`config.mk`:
```
export PLATFORM = sky130hd
export DESIGN_NAME = lcd_nibble_writer
export DESIGN_NICKNAME = d
export VERILOG_FILES = /design/src/rtl/lcd_nibble_writer.sv
export SDC_FILE = /design/constraint.sdc
export NUM_CORES = 1
export LEC_CHECK = 0
export BUFFER_PORTS_ARGS = -buffer_cell sky130_fd_sc_hd__buf_2
export CAP_MARGIN = 30
export CORE_ASPECT_RATIO = 0.9
export CORE_UTILIZATION = 45
export CTS_CLUSTER_SIZE = 8
export DETAILED_ROUTE_END_ITERATION = 8
export PLACE_DENSITY_LB_ADDON = 0.08
export RECOVER_POWER = 100
export SLEW_MARGIN = 10
export SYNTH_ARGS = -nofsm -noshare
export SYNTH_HDL_FRONTEND = slang
export SYNTH_SLANG_ARGS = --single-unit
```
`constraint.sdc`:
```
create_clock -name Clock -period 3.43 [get_ports Clock]
set_clock_uncertainty 0.05 [all_clocks]
set_input_delay 1.029 -clock Clock [delete_from_list [all_inputs] [get_ports Clock]]
set_output_delay 1.029 -clock Clock [all_outputs]
set_load 0.02 [all_outputs]
```
`src/rtl/lcd_nibble_writer.sv`:
```
// 4-bit HD44780-style LCD writer: power-on wait, nibble init sequence, fixed
// configuration bytes, then one byte per iData_Ready strobe while in IDLE.
module lcd_nibble_writer #(
  parameter int unsigned POWERUP_WAIT = 750000,
  parameter int unsigned INIT_WAIT1   = 205000,
  parameter int unsigned INIT_WAIT2   = 5000,
  parameter int unsigned CMD_WAIT     = 2000,
  parameter int unsigned CLEAR_WAIT   = 82000,
  parameter int unsigned E_PULSE      = 12,
  parameter int unsigned NIBBLE_GAP   = 50
) (
  input  logic       Clock,
  input  logic       Reset,
  input  logic [7:0] iData,
  input  logic       iCommand,
  input  logic       iData_Ready,
  output logic       oReadyForData,
  output logic       oLCD_Enabled,
  output logic       oLCD_RegisterSelect,
  output logic       oLCD_ReadWrite,
  output logic       oLCD_StrataFlashControl,
  output logic [3:0] oLCD_Data
);

  typedef enum logic [3:0] {
    PWR_WAIT, INIT_NIB, INIT_WAIT, CFG, IDLE, SETUP, PULSE, GAP, DONE_WAIT
  } state_e;

  state_e      state_q;
  logic [19:0] cnt_q, cnt_d;
  logic [7:0]  byte_q;
  logic        cmd_q;
  logic        lo_q;
  logic        init_q;
  logic        cfg_q;
  logic [1:0]  idx_q;
  logic        rdy_q, e_q, rs_q;
  logic [3:0]  dat_q;
  logic [31:0] len;
  logic        last;
  logic [7:0]  cfg_byte;

  always_comb begin
    cnt_d = (cnt_q == '1) ? cnt_q : cnt_q + 20'd1;

    case (idx_q)
      2'd0:    cfg_byte = 8'h28;
      2'd1:    cfg_byte = 8'h06;
      2'd2:    cfg_byte = 8'h0C;
      default: cfg_byte = 8'h01;
    endcase

    // Length of the current state in cycles; the last cycle is cnt_q == len-1.
    case (state_q)
      PWR_WAIT:  len = POWERUP_WAIT;
      SETUP:     len = 32'd2;
      PULSE:     len = E_PULSE + 32'd1;
      GAP:       len = NIBBLE_GAP;
      INIT_WAIT: len = (idx_q == 2'd0) ? INIT_WAIT1 :
                       (idx_q == 2'd1) ? INIT_WAIT2 : CMD_WAIT;
      DONE_WAIT: len = (cmd_q && byte_q == 8'h01) ? CLEAR_WAIT : CMD_WAIT;
      default:   len = 32'd1;
    endcase

    last = (32'(cnt_q) + 32'd1) >= len;
  end

  always_ff @(posedge Clock) begin
    if (Reset) begin
      state_q <= PWR_WAIT;
      cnt_q   <= '0;
      byte_q  <= '0;
      cmd_q   <= 1'b0;
      lo_q    <= 1'b0;
      init_q  <= 1'b0;
      cfg_q   <= 1'b0;
      idx_q   <= '0;
      rdy_q   <= 1'b0;
      e_q     <= 1'b0;
      rs_q    <= 1'b0;
      dat_q   <= '0;
    end else begin
      cnt_q <= cnt_d;
      case (state_q)
        PWR_WAIT: if (last) begin
          state_q <= INIT_NIB;
          cnt_q   <= '0;
          idx_q   <= '0;
          init_q  <= 1'b1;
        end
        INIT_NIB: begin
          state_q <= SETUP;
          cnt_q   <= '0;
          dat_q   <= (idx_q == 2'd3) ? 4'h2 : 4'h3;
          rs_q    <= 1'b0;
        end
        INIT_WAIT: if (last) begin
          cnt_q <= '0;
          if (idx_q == 2'd3) begin
            state_q <= CFG;
            idx_q   <= '0;
            init_q  <= 1'b0;
            cfg_q   <= 1'b1;
          end else begin
            state_q <= INIT_NIB;
            idx_q   <= idx_q + 2'd1;
          end
        end
        CFG: begin
          state_q <= SETUP;
          cnt_q   <= '0;
          byte_q  <= cfg_byte;
          cmd_q   <= 1'b1;
          lo_q    <= 1'b0;
          dat_q   <= cfg_byte[7:4];
          rs_q    <= 1'b0;
        end
        IDLE: if (iData_Ready) begin
          state_q <= SETUP;
          cnt_q   <= '0;
          byte_q  <= iData;
          cmd_q   <= iCommand;
          lo_q    <= 1'b0;
          dat_q   <= iData[7:4];
          rs_q    <= ~iCommand;
          rdy_q   <= 1'b0;
        end
        SETUP: if (last) begin
          state_q <= PULSE;
          cnt_q   <= '0;
          e_q     <= 1'b1;
        end
        // The final PULSE cycle is the hold cycle: E low, data and RS unchanged.
        PULSE: begin
          if (32'(cnt_q) + 32'd1 >= E_PULSE) e_q <= 1'b0;
          if (last) begin
            cnt_q <= '0;
            dat_q <= '0;
            rs_q  <= 1'b0;
            if (init_q) begin
              state_q <= INIT_WAIT;
            end else if (!lo_q) begin
              state_q <= GAP;
              lo_q    <= 1'b1;
            end else begin
              state_q <= DONE_WAIT;
            end
          end
        end
        GAP: if (last) begin
          state_q <= SETUP;
          cnt_q   <= '0;
          dat_q   <= byte_q[3:0];
          rs_q    <= ~cmd_q;
        end
        DONE_WAIT: if (last) begin
          cnt_q <= '0;
          if (cfg_q && idx_q != 2'd3) begin
            state_q <= CFG;
            idx_q   <= idx_q + 2'd1;
          end else begin
            state_q <= IDLE;
            cfg_q   <= 1'b0;
            rdy_q   <= 1'b1;
          end
        end
        default: state_q <= PWR_WAIT;
      endcase
    end
  end

  assign oReadyForData           = rdy_q;
  assign oLCD_Enabled            = e_q;
  assign oLCD_RegisterSelect     = rs_q;
  assign oLCD_Data               = dat_q;
  assign oLCD_ReadWrite          = 1'b0;
  assign oLCD_StrataFlashControl = 1'b1;

endmodule

```
* Yosys cells after proc, flatten, opt, wreduce, memory -nomap -nowiden
Cells that the tools add are included.
Storage, ports and cells: bits of input ports 12, word-level logic and storage cells 128, output and inout port bits 9, flip-flop bits (word level) 45
Operators by class: bitwise gates (word level) 2, muxes and demuxes 58, eq/ne operators 26, reductions and logical operators 25, add/sub/neg operators 3, $lt $le $gt $ge 2
Operators with widths (count):
- $pmux 20 s6 | 1
- $mux 20 | 3
- $pmux 20 s3 | 1
- $mux 4 | 12
- $ge 32x32->1 | 1
- $pmux 4 s8 | 1
- $ne 2x2->1 const B | 13
- $add 20x1->21 const B | 1
- $ge 21x4->1 const B | 1
- $add 20x1->20 const B | 1
- $eq 20x20->1 const B | 1
- $pmux 4 s5 | 1
- $reduce_and 4->1 | 5
- $mux 1 | 18
- $mux 18 | 1
- $pmux 6 s3 | 1
- $mux 17 | 1
- $eq 4x3->1 const B | 4
- $pmux 8 s2 | 1
- $mux 13 | 1
- $mux 2 | 6
- $pmux 1 s2 | 5
- $reduce_and 5->1 | 2
- $reduce_bool 2->1 | 5
- 24 further kinds | 29

* Depth between registers and ports, before layout
Gate-level depths: netlist of the first run.
depth in word-level cells 7, gate-level depth with buffers 15, depth with buffers taken out 13

* Worst setup path before layout of the first run
OpenSTA, ideal clock, no wires.
path type reg2reg, start register cnt_q[0], end register idx_q[0], setup slack 210 ps, buffers on the path 0, cell stages (with the launch flop) 13, clock period less this slack 3220 ps, data required time 3308 ps, data arrival time 3098 ps, library setup time 72 ps, path through dfxtp_1 > ha_1 > nand2_1 > nor3_1 > and4_1 > xor2_1 > ha_1 > nand3_1 > a31oi_1 > a2111o_2 > o21a_1 > o21ai_0 > mux2i_1
Between the ends: cells in the longest elaborated chain, start to end 4, elaborated cells on any way between the ends 6, classes of those cells add/sub: 1; order compare: 1; eq/ne: 3; reduce/logical: 1
Ends and longest elaborated chain:
- from (decl) | line 30 | logic [19:0] cnt_q, cnt_d;
- from (signal assigned) | line 83 | cnt_q <= cnt_d;
- $add 20x1->21 * | line 65 | last = (32'(cnt_q) + 32'd1) >= len;
- $ge 32x32->1 * | line 65
- $ne 2x2->1 (no source line)
- $reduce_and 5->1 (no source line) *
- to (signal assigned) | line 106 | idx_q <= idx_q + 2'd1;
- to (signal assigned) | line 160 | idx_q <= idx_q + 2'd1;
- to (decl) | line 36 | logic [1:0] idx_q;
Mark *: on every way between the ends. The rest lies on a longest branch, timed or not. A chain may end at the register's enable or synchronous reset.

* Worst setup path in the final report of the first run
start register state_q[2], end register dat_q[0] (netlist: oLCD_Data[0])
Between the ends: cells in the longest elaborated chain, start to end 5, elaborated cells on any way between the ends 17, classes of those cells order compare: 1; eq/ne: 11; mux: 2; reduce/logical: 3
Ends and longest elaborated chain:
- from (decl) | line 29 | state_e state_q;
- from (signal assigned) | line 70 | state_q <= PWR_WAIT;
- from (signal assigned) | line 86 | state_q <= INIT_NIB;
- from (signal assigned) | line 92 | state_q <= SETUP;
- $eq 4x4->1, or another cell as far along | line 54 | case (state_q)
- $pmux 20 s6 | line 54
- $ge 32x32->1 | line 65
- $ne 2x2->1 (no source line)
- $reduce_and 4->1 (no source line)
- to (signal assigned) | line 94 | dat_q <= (idx_q == 2'd3) ? 4'h2 : 4'h3;
- to (signal assigned) | line 115 | dat_q <= cfg_byte[7:4];
- to (signal assigned) | line 124 | dat_q <= iData[7:4];
- to (decl) | line 38 | logic [3:0] dat_q;
Several ways; a longest one is shown, not always the timed one.

==> flow_summary.json, run 1 <==
{
  "rsz0062_at_grt": "yes",
  "drc": 0,
  "synth_seq_cells": 45,
  "synth-seq-area-share_pct": 26.5,
  "grt_start_max_net_pins": 22,
  "grtUsageTotal_pct": 24.8,
  "clock-sinks": 45,
  "syn-num-nets": 465,
  "worstSetupStartpointType": "flip-flop",
  "synth_xor_area_share_pct": 5.15,
  "syn_inst": 430,
  "min_path_type": "flip-flop to flip-flop",
  "cp.required_ns": 3.61,
  "layout_commonest_cell": "buf_4",
  "die_height_um": 84.5,
  "routed.top_layer": "met4",
  "clkTransAtPathRegs_ns": 0.09,
  "dr.pass1.iters": 5,
  "root_buffer": "clkbuf_8",
  "synth-adder-area-share_pct": 8.46,
  "worstSetupEndpointType": "flip-flop",
  "htree_levels": 2,
  "p_leak_nw": 1.81,
  "yosysWarnings": 0,
  "area_growth_pct": 24.5,
  "gp_congestion": 0.876,
  "fillCellCount": 668,
  "wl_met2_um": 4420,
  "routed_wl_um": 10100,
  "grt_overflow": 0,
  "async_flop_share_pct": 0,
  "grt_pass1_vias": 3098,
  "worstPathArrival_ns": 3.61,
  "routed-wl-met3_um": 495,
  "synthSimpleGateAreaFrac_pct": 25.9,
  "path_max_fanout": 5,
  "finalMaxSlewViolations": 0,
  "most-common-layout-cells": "buf_4 (61), nor2_1 (52), dfxtp_1 (41)",
  "die_w_um": 93.6,
  "postSynthAreaPerCell_um2": 7.91,
  "critPathKind": "flip-flop to flip-flop",
  "drtAntennaViolNets": 0,
  "timing_hold_violations_final": 0,
  "drt_iter0_markers": 207,
  "dp_hpwl_um": 7440,
  "synth_top_family_by_area": "simple AND/OR/NAND/NOR gates",
  "routedWlPerCell_um": 17.3,
  "layout.nets": 525,
  "max_freq_mhz": 292,
  "synth_compound_area_share_pct": 24.5,
  "period_needed_ns": 3.43,
  "ir_drop_mv": 0.159,
  "cts_tree": "done",
  "coreArea_um2": 7180,
  "via_count": 3481,
  "synth_edf_count": 0,
  "tightestPinTransition_ns": 0.565,
  "fin_crit_sh_pct": 99.9,
  "cts_buffers": 5,
  "holdWs_ns": 0.427,
  "drt-met1-wl_um": 5080,
  "portBuffers": 18,
  "status": "completed",
  "synthFlopType": "dfxtp_1",
  "num_io_pins": 21,
  "clk-insertion-delay-late_ns": 0.31,
  "rows": 29,
  "p_per_area_nw_per_um2": 230,
  "drv_cap": 0,
  "routed_via_density": 5.96,
  "antenna_cells": 0,
  "finalSetupTns_ns": 0,
  "start_util_pct": 47.3,
  "syn_area_um2": 3400,
  "cts_hold_buf": 0,
  "relSlewSlack_pct": 62.3,
  "ctsLongestPathBuffers": 2,
  "synth_cell_types": 69,
  "synthMuxAreaShare_pct": 2.69,
  "setup-violations-final": 0,
  "antenna_found_initial": 0,
  "drive_gt1_share_pct": 27.9,
  "grt_pass1_wl_um": 15400,
  "dieArea_um2": 7910
}
## Yosys cell counts (4+ instances only)
cell type	count	area [um2]
mux2i_1	8	80.1
xor2_1	11	96.3
a22oi_1	4	30.0
o211ai_1	4	30.0
xnor2_1	9	78.8
inv_1	18	67.6
nor2_1	54	203
nand3_1	23	115
nand4_1	4	25.0
or2_2	4	25.0
buf_2	4	20.0
and3_1	5	31.3
a31oi_1	6	37.5
o31ai_1	6	45.0
nor4_1	4	25.0
a21oi_1	33	165
nand2_1	19	71.3
nor3_1	30	150
ha_1	23	288
dfxtp_1	45	901
a211oi_1	7	52.6
a21o_1	4	30.0
clkbuf_1	18	67.6
o21ai_0	17	85.1
## kinds of logic (layout without fill, tap and decap cells)
kind of cell	count (synthesis)	after routing
AND/OR/NAND/NOR	168	168
adder cells (fa/ha/maj)	23	23
XOR/XNOR	20	20
other	2	2
flip-flops	45	45
buffers and inverters	49	109
AO/OA/AOI/OAI	114	115
multiplexers	9	9
## per-stage QoR
step | cells | worst slack, ns | power (mW) | utilization [%] | area (um2)
2_1_floorplan | 430 | 0.210 | 0.577 | - | 3400
3_3_place_gp | 571 | -0.149 | 0.595 | 54.5 | 3920
3_5_place_dp | 571 | -0.151 | 0.596 | 54.5 | 3920
4_1_cts | 579 | 0.00299 | 0.974 | 56.5 | 4060
5_1_grt | 584 | -0.205 | 1.00 | 58.9 | 4230
6_report | 584 | 0.00184 | 0.972 | 58.9 | 4230
## metal layers
layer  up-vias  GRT usage [%]
li1       1696              -
met2       117           36.4
met4         0           6.01
met1      1657           37.8
met3        11           3.26
met5         -              0
## sequential cells by signal, indices dropped and copies added (netlist names), 2 cells and up
name and cells:
byte_q 8, cnt_q 20, idx_q 2, oLCD_Data 4
state_q 4
## path summary, 6_finish.rpt
check	startpoint	end	slack (ns)	cells after the start
max	state_q[2]	oLCD_Data[0]	0.002	15
min	byte_q[7]	byte_q[7]	0.43	2
max reg2reg	state_q[2]	oLCD_Data[0]	0.002	15
min reg2reg	byte_q[7]	byte_q[7]	0.43	2
## power by group
part	switching, mW	internal (mW)
Combinational	0.0348	0.0216
Clock	0.199	0.183
Sequential	0.00693	0.527
Total	0.241	0.731
## what timing repair did
| action | in CTS | in global routing |
|---|---|---|
| gates resized for setup | 8 | 35 |
| gates cloned | 0 | 1 |
| hold endpoints to repair | 0 | 0 |
| setup endpoints to repair | 31 | 36 |
| setup buffers | 0 | 5 |
| pin swaps | 1 | 36 |
## worst max-delay path, cell delays in order (launching register included)
cell      delay, ns
dfxtp_1        0.32
or2_2          0.33
nor2_1         0.14
nand2_1        0.15
buf_4          0.17
nor2_1         0.16
nor2_2         0.07
ha_1           0.31
a21o_1         0.19
a21oi_2        0.11
a31oi_1        0.09
a2111o_2       0.50
o211ai_1       0.31
buf_4          0.18
nand3_2        0.08
o221ai_2       0.20
## area by class of cell
type | instances | area (um2) | area share, %
Timing Repair Buffer | 82 | 573 | 13.5
Clock buffer | 7 | 96.3 | 2.28
Inverter | 19 | 71.3 | 1.68
Tap cell | 93 | 116 | 2.75
Clock inverter | 1 | 5.00 | 0.118
Sequential cell | 45 | 906 | 21.4
Multi-Input combinational cell | 337 | 2470 | 58.2
Note: power is estimated with default switching activity, not from simulation.
==> run 2, diff against run 1 <==
--- a/config.mk
+++ b/config.mk
@@ -5,13 +5,14 @@
 export SDC_FILE = /design/constraint.sdc
 export NUM_CORES = 1
 export LEC_CHECK = 0
+export ABC_AREA = 1
 export BUFFER_PORTS_ARGS = -buffer_cell sky130_fd_sc_hd__buf_2
 export CAP_MARGIN = 30
 export CORE_ASPECT_RATIO = 0.9
 export CORE_UTILIZATION = 45
 export CTS_CLUSTER_SIZE = 8
 export DETAILED_ROUTE_END_ITERATION = 8
-export PLACE_DENSITY_LB_ADDON = 0.08
+export PLACE_DENSITY = 0.6
 export RECOVER_POWER = 100
 export SLEW_MARGIN = 10
 export SYNTH_ARGS = -nofsm -noshare
==> run 2 against run 1 <==
Largest power group is now combinational logic; hold slack lost 0.020 ns; combinational power rose to 18 times the previous value; wire length is 16% lower; register-to-register slack improved by 0.34 ns.
==> flow_summary.json, run 2 <==
{
  "die_w_um": 93.5,
  "routedWlPerCell_um": 13.3,
  "synth_seq_cells": 45,
  "via_count": 3235,
  "rrSetupSlack_ns": 0.34,
  "syn_inst": 522,
  "regArea_um2": 902,
  "multi_input_area_um2": 2100,
  "htree_levels": 2,
  "worstSetupEndpointType": "flip-flop",
  "yosys-top-cells-area": "dfxtp_1 (27%), nand2_1 (14%), ha_1 (8.5%), nor2_1 (8.3%), inv_1 (8.0%)",
  "finalMaxSlewViolations": 0,
  "layout.nets": 581,
  "swShare_pct": 46.1,
  "finalSetupTns_ns": 0,
  "grt_start_max_net_pins": 20,
  "grt_pass1_wl_um": 14400,
  "yosysMostFrequentCell": "nand2_1",
  "grt_overflow": 0,
  "coreArea_um2": 7180,
  "synthFlopType": "dfxtp_1",
  "reg2reg_from": "state_q[0]",
  "dp_hpwl_um": 6800,
  "cpLargestDelayFamily": "simple AND/OR/NAND/NOR gates",
  "post-synth-top-area-fraction_pct": 26.6,
  "cts.repair.resized": 0,
  "rr_endpoint": "cnt_q[8]",
  "postSynthAreaPerCell_um2": 6.50,
  "synth_cell_types": 41,
  "drt_iter0_markers": 191,
  "whs_endpoint": "oReadyForData",
  "grtUsageTotal_pct": 23.2,
  "clk-insertion-delay-late_ns": 0.30,
  "routed_via_density": 5.05,
  "power_frac_comb_pct": 49.6,
  "max_stage_delay_ns": 0.40,
  "min_path_type": "flip-flop to flip-flop",
  "synth_edf_count": 0,
  "ys_top_cells_by_count": "nand2_1 (127), nor2_1 (75), inv_1 (72)",
  "area_growth_pct": 7.12,
  "fillCellCount": 758,
  "path_max_fanout": 19,
  "antenna_cells": 0,
  "gp_congestion": 0.920,
  "setup-violations-final": 0,
  "drc": 0,
  "reg2regPathDepth": 21,
  "yosysTopAreaCell": "dfxtp_1",
  "antenna_found_initial": 0,
  "grt_pass1_vias": 2912,
  "most-common-layout-cells": "nand2_1 (126), nor2_1 (81), inv_1 (72)",
  "sequentialPowerShare_pct": 33.7,
  "largest_reg_flops": 20,
  "root_buffer": "clkbuf_8",
  "rsz0062_at_grt": "no",
  "p_per_area_nw_per_um2": 550,
  "tightestPinTransition_ns": 0.711,
  "worstPathArrival_ns": 3.22,
  "cts_buffers": 5,
  "max_freq_mhz": 324,
  "cts_hold_buf": 0,
  "holdPathStages": 2,
  "cts_tree": "done",
  "portBuffers": 18,
  "fin_crit_sh_pct": 90.0,
  "cp.required_ns": 3.57,
  "num_io_pins": 21,
  "fin_util_pct": 50.6,
  "die_height_um": 84.4,
  "status": "completed",
  "path_buf_inv": 4,
  "p_leak_nw": 1.64,
  "power_mw": 2.00,
  "p_int_mw": 1.08,
  "drtAntennaViolNets": 0,
  "start_util_pct": 47.2,
  "crit_slowest_cell": "dfxtp_1",
  "timing_hold_violations_final": 0,
  "clock-sinks": 45,
  "p_switching_uw": 920,
  "dr.pass1.iters": 4,
  "synth-seq-area-share_pct": 26.6,
  "layout_commonest_cell": "nand2_1",
  "period_needed_ns": 3.09,
  "ctsLongestPathBuffers": 2,
  "async_flop_share_pct": 0,
  "path_common_cell": "nor2_1",
  "routed_wl_um": 8520,
  "dieArea_um2": 7890,
  "hp-start": "oReadyForData",
  "ir_drop_mv": 0.204,
  "top_regs": "cnt_q x20, byte_q x8",
  "largest_register": "cnt_q",
  "cts_setup_buffers": 0,
  "rows": 29,
  "worstSetupStartpointType": "flip-flop",
  "syn_area_um2": 3390,
  "drv_cap": 0,
  "clock_power_share_pct": 16.7,
  "syn-num-nets": 557,
  "yosysWarnings": 0,
  "relSlewSlack_pct": 52.4,
  "clkTransAtPathRegs_ns": 0.09,
  "path_cells": "nor2_2, nand2_1, nor2_1, inv_1, buf_4, o21ai_0, inv_1, ha_1, nand2_1, nor2_1, inv_1, a21oi_1, nor2_1, nor2_1, nand2_1, nand3_2, nand2_2, nand3_4, nand3_4, nand2_8, nor2_1",
  "critPathKind": "flip-flop to flip-flop",
  "drive_gt1_share_pct": 11.2
}
==> run 2: cell count changes after synthesis, moves of 5 or more <==
| cell | before | now |
|---|---|---|
| nand2_1 | 19 | 127 |
| o31ai_1 | 6 | 1 |
| mux2i_1 | 8 | 1 |
| nor2_2 | 0 | 7 |
| clkbuf_1 | 18 | 2 |
| nand3_1 | 23 | 34 |
| nor2_1 | 54 | 75 |
| nand2_2 | 0 | 6 |
| xor2_1 | 11 | 2 |
| nor2_4 | 0 | 15 |
| nor3_1 | 30 | 8 |
| xnor2_1 | 9 | 3 |
| inv_1 | 18 | 72 |
==> run 2: cell type report <==
cell class,count,share of cell area [%]
clock buffers,5,1.89
repair buffers,26,3.89
inverters,76,7.85
multi-input cells,392,57.9
clock inverters,3,0.482
well taps,93,3.20
flip-flops and latches,45,24.8
==> run 2: per-layer routing <==
| layer | global-route usage, % | vias up | part of all wire [%] |
|---|---|---|---|
| met5 | 0 | - | 0 |
| met3 | 3.44 | 7 | 7.0 |
| met4 | 5.31 | 0 | 1.1 |
| met1 | 37.8 | 1429 | 53 |
| li1 | - | 1721 | - |
| met2 | 31.1 | 78 | 39 |
==> run 2: power groups by stage <==
stage,Sequential (mW),Clock (mW),Combinational [mW]
3_3_place_gp,0.680,0,0.973
5_1_grt,0.685,0.373,1.14
2_1_floorplan,0.680,0,0.764
6_report,0.673,0.334,0.990
3_5_place_dp,0.681,0,0.982
4_1_cts,0.671,0.347,0.987
==> run 2: worst register-to-register path, delay by kind of cell (launching register included) <==
kind | cells | cell delay (ns)
AOI/OAI and AO/OA | 2 | 0.18
adders and majority gates | 1 | 0.29
buffers and inverters | 4 | 0.39
DFF | 1 | 0.40
and+or+nand+nor | 14 | 1.63
==> run 2: how the worst max path moves through the flow <==
stage               depth (start not counted)         to        from
floorplan                                  22  cnt_q[15]  state_q[1]
global placement                           21  cnt_q[19]  state_q[1]
detailed placement                         19   cnt_q[2]  state_q[1]
CTS                                        21   cnt_q[2]  state_q[1]
global route                               20   cnt_q[5]  state_q[3]
finish                                     21   cnt_q[8]  state_q[0]
==> run 2: through the flow <==
step	area (um2)	std cells	setup slack [ns]	hold slack [ns]
after floorplan	3390	522	0.549	0.387
after global routing	3630	640	0.0755	0.433
final	3630	640	0.344	0.407
after global placement	3580	632	0.291	0.391
after CTS	3670	640	0.189	0.406
after detailed placement	3580	632	0.293	0.391
==> run 2: logic make-up after synthesis <==
logic type,count (synthesis),share of synthesized area [%]
and+or+nand+nor,292,40.9
buffers and inverters,85,10.6
AOI/OAI and AO/OA,69,11.6
DFF,45,26.6
adders and majority gates,23,8.48
xor gates and xnor gates,5,1.29
other,2,0.221
muxes,1,0.295
